==> src/rtl/execute_mdu_stage_pkg.sv <==
// Shared encodings for the execute stage and its multiply/divide unit.
package execute_mdu_stage_pkg;

    typedef enum logic [3:0] {
        MD_NONE  = 4'd0,
        MD_MULT  = 4'd1,
        MD_MULTU = 4'd2,
        MD_DIV   = 4'd3,
        MD_DIVU  = 4'd4,
        MD_MFHI  = 4'd5,
        MD_MFLO  = 4'd6,
        MD_MTHI  = 4'd7,
        MD_MTLO  = 4'd8
    } md_op_e;

    typedef enum logic [1:0] {
        S_IDLE = 2'd0,
        S_MUL  = 2'd1,
        S_DIV  = 2'd2,
        S_FIX  = 2'd3
    } mdu_state_e;

    // Any op that touches HI/LO or the iterator; 9-15 decode as plain ALU ops.
    function automatic logic is_mdu_op(input logic [3:0] op);
        return (op >= 4'd1) && (op <= 4'd8);
    endfunction

    function automatic logic is_muldiv_op(input logic [3:0] op);
        return (op >= 4'd1) && (op <= 4'd4);
    endfunction

    function automatic logic is_signed_op(input logic [3:0] op);
        return (op == MD_MULT) || (op == MD_DIV);
    endfunction

endpackage

==> src/rtl/execute_mdu_stage_mdu_iter.sv <==
// Iterative multiply/divide engine working on operand magnitudes.
// Latency: WIDTH iterations plus one sign-fix cycle after start.
// Backpressure: none; caller must not start while busy.
module mdu_iter
    import execute_mdu_stage_pkg::*;
#(
    parameter int WIDTH = 32
) (
    input  logic             clk,
    input  logic             rst_n,
    input  logic             start,
    input  logic [3:0]       op,
    input  logic [WIDTH-1:0] a,
    input  logic [WIDTH-1:0] b,
    output logic             busy,
    output logic             done,
    output logic [WIDTH-1:0] hi,
    output logic [WIDTH-1:0] lo
);
    localparam int CNT_W = $clog2(WIDTH) + 1;

    mdu_state_e         state;
    logic [CNT_W-1:0]   cnt;
    logic [2*WIDTH-1:0] acc;
    logic [WIDTH-1:0]   opnd;
    logic               neg_res;
    logic               neg_rem;
    logic               div_r;

    logic               st_div;
    logic               take_sign;
    logic               neg_a;
    logic               neg_b;
    logic [WIDTH-1:0]   mag_a;
    logic [WIDTH-1:0]   mag_b;
    logic [WIDTH:0]     add_term;
    logic [WIDTH:0]     mul_sum;
    logic [WIDTH:0]     div_shift;
    logic [WIDTH:0]     div_diff;
    logic               div_ge;
    logic [2*WIDTH-1:0] prod_fix;

    // Divide by zero skips sign handling so HI comes back as the raw dividend.
    always_comb begin
        st_div    = (op == MD_DIV) || (op == MD_DIVU);
        take_sign = is_signed_op(op) && !(st_div && (b == '0));
        neg_a     = take_sign && a[WIDTH-1];
        neg_b     = take_sign && b[WIDTH-1];
        mag_a     = neg_a ? -a : a;
        mag_b     = neg_b ? -b : b;
    end

    always_comb begin
        add_term  = acc[0] ? {1'b0, opnd} : '0;
        mul_sum   = {1'b0, acc[2*WIDTH-1:WIDTH]} + add_term;
        div_shift = {acc[2*WIDTH-1:WIDTH], acc[WIDTH-1]};
        div_ge    = div_shift >= {1'b0, opnd};
        div_diff  = div_shift - {1'b0, opnd};
    end

    always_ff @(posedge clk) begin
        if (!rst_n) begin
            state   <= S_IDLE;
            cnt     <= '0;
            acc     <= '0;
            opnd    <= '0;
            neg_res <= 1'b0;
            neg_rem <= 1'b0;
            div_r   <= 1'b0;
            busy    <= 1'b0;
        end else begin
            case (state)
                S_IDLE: begin
                    if (start) begin
                        acc     <= {{WIDTH{1'b0}}, mag_a};
                        opnd    <= mag_b;
                        neg_res <= neg_a ^ neg_b;
                        neg_rem <= neg_a;
                        div_r   <= st_div;
                        cnt     <= '0;
                        busy    <= 1'b1;
                        state   <= st_div ? S_DIV : S_MUL;
                    end
                end
                S_MUL, S_DIV: begin
                    if (state == S_MUL) begin
                        acc <= {mul_sum, acc[WIDTH-1:1]};
                    end else begin
                        acc <= {(div_ge ? div_diff[WIDTH-1:0] : div_shift[WIDTH-1:0]),
                                acc[WIDTH-2:0], div_ge};
                    end
                    if (cnt == CNT_W'(WIDTH - 1)) begin
                        state <= S_FIX;
                    end else begin
                        cnt <= cnt + 1'b1;
                    end
                end
                default: begin
                    busy  <= 1'b0;
                    state <= S_IDLE;
                end
            endcase
        end
    end

    assign done = (state == S_FIX);

    always_comb begin
        prod_fix = neg_res ? -acc : acc;
        if (div_r) begin
            lo = neg_res ? -acc[WIDTH-1:0] : acc[WIDTH-1:0];
            hi = neg_rem ? -acc[2*WIDTH-1:WIDTH] : acc[2*WIDTH-1:WIDTH];
        end else begin
            lo = prod_fix[WIDTH-1:0];
            hi = prod_fix[2*WIDTH-1:WIDTH];
        end
    end

endmodule

==> src/rtl/execute_mdu_stage.sv <==
// Execute stage: registers the EX/MEM slot and owns HI/LO plus the MDU.
// Latency: one cycle into the slot; MULT/DIV results land in HI/LO WIDTH+1 cycles later.
// Backpressure: stalls on a held slot, and stalls HI/LO users while the MDU iterates.
module execute_mdu_stage
    import execute_mdu_stage_pkg::*;
#(
    parameter int WIDTH = 32,
    parameter int REG_W = 5
) (
    input  logic             clk,
    input  logic             rst_n,
    input  logic             in_valid,
    output logic             in_ready,
    input  logic [3:0]       md_op,
    input  logic [WIDTH-1:0] a,
    input  logic [WIDTH-1:0] b,
    input  logic [WIDTH-1:0] alu_res_in,
    input  logic [WIDTH-1:0] ea_in,
    input  logic             ovf_in,
    input  logic [REG_W-1:0] dest_in,
    input  logic             we_in,
    output logic             out_valid,
    input  logic             out_ready,
    output logic [WIDTH-1:0] result,
    output logic [WIDTH-1:0] ea,
    output logic [WIDTH-1:0] dm_in,
    output logic             ovf,
    output logic [REG_W-1:0] dest,
    output logic             we,
    output logic             mdu_busy
);
    logic [WIDTH-1:0] hi_q;
    logic [WIDTH-1:0] lo_q;
    logic [WIDTH-1:0] mdu_hi;
    logic [WIDTH-1:0] mdu_lo;
    logic             mdu_done;
    logic             fire;
    logic [WIDTH-1:0] res_nxt;
    logic             we_nxt;

    // Only HI/LO users wait on the MDU; ordinary ops slip past it.
    assign in_ready = (!out_valid || out_ready) && !(is_mdu_op(md_op) && mdu_busy);
    assign fire     = in_valid && in_ready;

    mdu_iter #(.WIDTH(WIDTH)) u_mdu (
        .clk   (clk),
        .rst_n (rst_n),
        .start (fire && is_muldiv_op(md_op)),
        .op    (md_op),
        .a     (a),
        .b     (b),
        .busy  (mdu_busy),
        .done  (mdu_done),
        .hi    (mdu_hi),
        .lo    (mdu_lo)
    );

    always_comb begin
        res_nxt = alu_res_in;
        we_nxt  = we_in;
        case (md_op)
            MD_MFHI: res_nxt = hi_q;
            MD_MFLO: res_nxt = lo_q;
            MD_MULT, MD_MULTU, MD_DIV, MD_DIVU, MD_MTHI, MD_MTLO: begin
                res_nxt = '0;
                we_nxt  = 1'b0;
            end
            default: ;
        endcase
    end

    always_ff @(posedge clk) begin
        if (!rst_n) begin
            out_valid <= 1'b0;
            result    <= '0;
            ea        <= '0;
            dm_in     <= '0;
            ovf       <= 1'b0;
            dest      <= '0;
            we        <= 1'b0;
        end else if (fire) begin
            out_valid <= 1'b1;
            result    <= res_nxt;
            ea        <= ea_in;
            dm_in     <= b;
            ovf       <= ovf_in;
            dest      <= dest_in;
            we        <= we_nxt;
        end else if (out_ready) begin
            out_valid <= 1'b0;
        end
    end

    // MTHI/MTLO are interlocked against busy, so they never race the MDU write.
    always_ff @(posedge clk) begin
        if (!rst_n) begin
            hi_q <= '0;
            lo_q <= '0;
        end else if (mdu_done) begin
            hi_q <= mdu_hi;
            lo_q <= mdu_lo;
        end else if (fire && (md_op == MD_MTHI)) begin
            hi_q <= a;
        end else if (fire && (md_op == MD_MTLO)) begin
            lo_q <= a;
        end
    end

endmodule

==> config.mk <==
export PLATFORM = sky130hd
export DESIGN_NAME = execute_mdu_stage
export DESIGN_NICKNAME = d
export VERILOG_FILES = /design/src/rtl/execute_mdu_stage_pkg.sv /design/src/rtl/execute_mdu_stage_mdu_iter.sv /design/src/rtl/execute_mdu_stage.sv
export SDC_FILE = /design/constraint.sdc
export NUM_CORES = 1
export LEC_CHECK = 0
export CELL_PAD_IN_SITES_DETAIL_PLACEMENT = 1
export CELL_PAD_IN_SITES_GLOBAL_PLACEMENT = 1
export CORE_MARGIN = 5
export CORE_UTILIZATION = 25
export CTS_CLUSTER_SIZE = 24
export DETAILED_ROUTE_END_ITERATION = 8
export MAX_ROUTING_LAYER = met4
export PLACE_DENSITY = 0.65
export SLEW_MARGIN = 30
export SYNTH_ARGS = -nofsm -noshare
export SYNTH_HDL_FRONTEND = slang
export SYNTH_SLANG_ARGS = --single-unit
==> constraint.sdc <==
create_clock -name clk -period 4.39 [get_ports clk]
set_clock_uncertainty 0.2 [all_clocks]
set_input_delay 0.439 -clock clk [delete_from_list [all_inputs] [get_ports clk]]
set_output_delay 0.439 -clock clk [all_outputs]
set_load 0.01 [all_outputs]
---- After elaboration in Yosys (flattened, before gate mapping) ----
Index checks and enable logic that the tools add are counted.
storage, ports and cells
  word-level logic and storage cells ...... 109
  input port bits ......................... 143
  register bits ........................... 276
operators by class
  add/sub/neg operators ................... 8
  reductions and logical operators ........ 32
  muxes and demuxes ....................... 30
  bitwise operators ....................... 2
  equal/unequal tests ..................... 16
  $lt $le $gt $ge ......................... 4
operators by type and width
  operator                                             number
  2-to-1 mux 32 bit                                    13
  2-to-1 mux 64 bit                                    3
  negator 32 bit                                       4
  one-hot mux 64 bit (2 select lines)                  1
  one-hot mux 32 bit (3 select lines)                  1
  negator 64 bit                                       1
  adder 32 x 32 -> 33 bit                              1
  >= comparator 33 x 32 -> 1 bit                       1
  zero test 32 bit                                     1
  subtractor 32 bit                                    1
  equality test 4 x 3 -> 1 bit, second input constant  4
  logical AND 1 bit                                    12
  2-to-1 mux 6 bit                                     2
  one-hot mux 6 bit (2 select lines)                   1
  AND reduction 2 bit                                  5
  equality test 4 x 2 -> 1 bit, second input constant  2
  nonzero test 2 bit                                   4
  adder 6 x 1 -> 6 bit, second input constant          1
  equality test 6 x 5 -> 1 bit, second input constant  1
  2-to-1 mux 2 bit                                     3
  OR reduction 6 bit                                   1
  equality test 2 bit, second input constant           2
  equality test 4 x 1 -> 1 bit, second input constant  1
  equality test 4 bit, second input constant           1
  16 further kinds                                     25

---- Depth between registers and ports, before layout ----
  depth in word-level cells ............... 10
  gate-level depth with buffers ........... 14
  gate-level depth less buffers ........... 12

---- Hierarchy ----
A second synthesis with hierarchy kept.
unflattened totals
  cell total of the unflattened synthesis .. 2490
  area, all modules ....................... 19316.0 um2
by module, submodules not included
  module             seq. area each (um2)  cells an instance  times used  area an instance (um2)
  mdu_iter           2162.1                1577               1           11536.1
  execute_mdu_stage  3363.2                913                1           7780.0

---- Worst setup path before layout ----
OpenSTA, ideal clock, no wires.
  path kind ............................... reg-to-reg
  start point ............................. register u_mdu.acc[51]
  end point ............................... register u_mdu.acc[39]
  buffers on the path ..................... 4
  period minus slack after synthesis ...... 3.278 ns
  stages on the path, launching flop included .. 14
  path slack .............................. 1.112 ns
  arrival ................................. 2.961 ns
  setup time .............................. 0.117 ns
  cell sequence ........................... dfxtp_1 ha_1 clkbuf_1 a21o_1 a21oi_1 o21ai_0 a211o_1 a21bo_2 clkbuf_1 nor2_1 clkbuf_1 clkbuf_1 o21ai_0 a22o_1
on the way
  longest elaborated chain between the ends .. 4
RTL lines
  what                                 line                              source
  start: declaration                   execute_mdu_stage_mdu_iter.sv:24  logic [2*WIDTH-1:0] acc;
  start signal: assignment             execute_mdu_stage_mdu_iter.sv:75  acc <= {{WIDTH{1'b0}}, mag_a};
  start signal: assignment             execute_mdu_stage_mdu_iter.sv:87  acc <= {mul_sum, acc[WIDTH-1:1]};
  start signal: assignment             execute_mdu_stage_mdu_iter.sv:89  acc <= {(div_ge ? div_diff[WIDTH-1:0] : div_shift[WIDTH-1:0]),
  >= comparator 33 x 32 -> 1 bit       execute_mdu_stage_mdu_iter.sv:57  div_ge = div_shift >= {1'b0, opnd};
  2-to-1 mux 32 bit                    execute_mdu_stage_mdu_iter.sv:89
  2-to-1 mux 64 bit                    execute_mdu_stage_mdu_iter.sv:86  if (state == S_MUL) begin
  one-hot mux 64 bit (2 select lines)  execute_mdu_stage_mdu_iter.sv:72  case (state)
Every way passes these cells.
A chain may end at the register's enable or synchronous reset.

---- Final worst setup path ----
  start point ............................. register u_mdu.acc[42]
  end point ............................... register u_mdu.acc[61]
on the way
  longest elaborated chain between the ends .. 4
  elaborated cells between the ends (all ways) .. 6
  those cells by class .................... add/sub (2); order compare (1); mux (3)
RTL lines
  what                                                                 line
  subtractor 32 bit or >= comparator 33 x 32 -> 1 bit (tied branches)  execute_mdu_stage_mdu_iter.sv:58, execute_mdu_stage_mdu_iter.sv:57
  2-to-1 mux 32 bit                                                    execute_mdu_stage_mdu_iter.sv:89
  2-to-1 mux 64 bit *                                                  execute_mdu_stage_mdu_iter.sv:86
  one-hot mux 64 bit (2 select lines) *                                execute_mdu_stage_mdu_iter.sv:72
Mark *: on every way between the ends. The rest lies on a longest branch, timed or not.

==> metrics.txt <==
CP cell instances=ha_1, nand4_1, a2111oi_0, buf_4, a22o_1, o21a_1, o21ai_0, nor3b_1, o41ai_1; worst hold stages=3; Leakage=8.403 nW; Worst IR Drop VDD=0.3046 mV; I/O Pins=249; CP Launch Type=register; status=finished clean; count of input and output buffers=248; fill count=8868; max-slew violations=0; Post-synth ARST share=0%; cells after synthesis=2434; hold_buf cts=0; Die H=283.1 µm; WL/cell=22.27 µm; dominant cell type by area after synthesis=dfxtp_1; setup bufs post-CTS=0; TritonCTS clock tree=done; worst skew pair latency=0.55 ns; reg-to-reg endpoint=u_mdu.acc[61]$_SDFFE_PN0P_; synth top area cells=dfxtp_1 30%, a21oi_1 6.1%, nand2_1 5.7%; Top FF cell, synth=dfxtp_1; synth unique cells=82; met1 usage=25.58%; crit path time final=3.802 ns; crit path launch=u_mdu.acc[42]$_SDFFE_PN0P_; slew margin rel.=39.30%; synth cell count leaders=285 x nand2_1, 276 x dfxtp_1, 226 x a21oi_1, 217 x nor2_1, 160 x clkbuf_1; worst setup margin=0.5879 ns; Worst-path clk slew=0.06 ns; RSZ-0062 raised after global routing=no; CP max FO=9; Yosys top cell area share=between 20 and 30%; most common cell in the netlist=nand2_1; initial antenna violation count=4; WP data arrival=approximately 4.0 ns; met2 Use GR=32.01%; period utilisation layout=between 80 and 90%; post-synthesis net count=2652; total power=11.18 mW; cell area after synthesis=between 15000 and 20000 µm²; DR vias=19830; Fmax=263.0 MHz; Core ar.=between 70000 and 80000 µm²; element type at the critical path end=register; DRC violations left=0; Iter 0 DRT Violations=~1400; Least-Margin Pin Slew=0.9105 ns; Final #Nets=2833; Hold WC Path Type=primary input to register; Die Area=around 80000 µm²; Final Hold Slack=0.2398 ns; dpl ws=0.4649 ns; largest net degree at the start of global routing=110; GPL Wtd Cong=0.9676; CP max stage cell=dfxtp_1; Final Setup Violations=0; Num CTS Buffers=36; drt via density=5.487; r2r worst-path depth=9; number of max-cap violations=0; PwrDens=474.8 nW/µm²; Post-synth EDFFs=0; row cnt=100; Starting Density=25.13%; layout cells sized above 1=8.213%; CP peak stage delay=around 0.69 ns; HPWL after DPL=60.95 mm; Routed Antenna Nets=0; Worst Path Required=approximately 4.6 ns; WL final=80.49 mm; post-synthesis sequential area ratio=29.63%; #FFs+latches synth=approximately 280; Area Growth Syn to Fin=26.25%; busiest grt layer=met2; worst reg2reg setup slack=0.59 ns; vias in the first global route=20090; Root Driver=clkbuf_16; maximum clock insertion buffer count=3; grt ovf=0; mean post-synth cell area=7.661 µm²; first-pass GRT wire length=about 120 mm; worst r2r src=u_mdu.acc[42]$_SDFFE_PN0P_; GRT Total Usage=19.66%; Die Wd=roughly 280 µm; First-pass DRT Iterations=6; clk sinks=276; kind of critical path=register to register; Setup TNS=0 ns; Resize count post-CTS=0; worst hold endpoint=ea[4]$_SDFFE_PN0N_; GR Layer Usage met3=2.661%; # H-tree levels=2; Final Hold Viols=0; synthesis warning total=0; Hold Startpoint=ea_in[4]
-- metal layers --
layer | wire length [µm] | vias to the layer above | share of wire, %
met2 | 37820 | 497 | 47
met3 | 3885 | 113 | 4.8
met5 | 0 | - | 0
met1 | 36320 | 9927 | 45
li1 | - | 9297 | -
met4 | 2461 | 0 | 3.1
-- worst max-delay path, delay by kind of cell, from the launching register on --
kind	cells	cell delay, ns
AOI/OAI and AO/OA	5	1.44
adders and majority gates	1	0.42
DFF	1	0.69
and+or+nand+nor	2	0.70
buffers and inverters	1	0.23
-- power breakdown --
| part | internal, mW | total (mW) | leakage [nW] | switching [mW] |
|---|---|---|---|---|
| logic | 1.93 | 5.19 | 5.57 | 3.26 |
| clock network | 1.81 | 3.04 | 0.586 | 1.23 |
| registers | 2.72 | 2.94 | 2.25 | 0.225 |
-- final cells by class --
cell class                      count  area, µm²  share of cell area, %
Clock buffer                       54       1071                  4.550
Sequential cell                   276       5525                  23.47
Inverter                           71      271.5                  1.153
Antenna cell                        4      10.01                0.04252
Clock inverter                     11      122.6                 0.5209
Multi-Input combinational cell   1907      12210                  51.88
Timing Repair Buffer              323       3115                  13.23
Tap cell                          969       1212                  5.150
-- kinds of logic after synthesis --
group                      after synthesis  share of synthesized area, %
and+or+nand+nor                        801                         19.98
AOI/OAI and AO/OA                      779                         27.29
DFF                                    276                         29.63
buffers and inverters                  251                         5.153
xor gates and xnor gates               152                         7.140
muxes                                  100                         5.690
adders and majority gates               75                         5.113
-- state kept, by name (all words and copies together) (netlist names) --
register,cells
hi_q,32
u_mdu.neg_rem,1
ovf,1
u_mdu.state,2
u_mdu.div_r,1
u_mdu.opnd,32
dest,5
u_mdu.acc,64
u_mdu.cnt,6
we,1
ea,32
lo_q,32
u_mdu.neg_res,1
result,32
out_valid,1
dm_in,32
u_mdu.busy,1
-- metrics by stage --
stage / utilization, % / instances / cell area [µm²]
2_1_floorplan: - / 2434 / 18650
3_3_place_gp: 30.11 / 3546 / 22340
3_5_place_dp: 30.11 / 3546 / 22340
4_1_cts: 31.72 / 3611 / 23530
5_1_grt: 31.73 / 3615 / 23540
6_report: 31.73 / 3615 / 23540
-- cell usage in the layout (no fill, tap or decap), drive strengths merged, types with 41 or more instances in the layout --
cell             n
nor3            69
xnor2           78
inv             70
nand2          285
a21oi          226
a31oi           41
buf             76
xor2            74
mux2            48
o21ai          151
a211oi         118
nor2           218
mux2i           52
clkbuf          54
dfxtp          276
ha              73
clkdlybuf4s50  247
-- how the worst max path moves through the flow --
stage	endpoint	slack, ns	depth (start not counted)
floorplan	u_mdu.acc[39]$_SDFFE_PN0P_	1.11	13
global placement	u_mdu.acc[27]$_SDFFE_PN0P_	0.57	8
detailed placement	u_mdu.acc[31]$_SDFFE_PN0P_	0.46	8
CTS	u_mdu.acc[60]$_SDFFE_PN0P_	0.67	12
global route	u_mdu.acc[50]$_SDFFE_PN0P_	0.36	12
finish	u_mdu.acc[61]$_SDFFE_PN0P_	0.59	9
(Power assumes the default switching activity.)
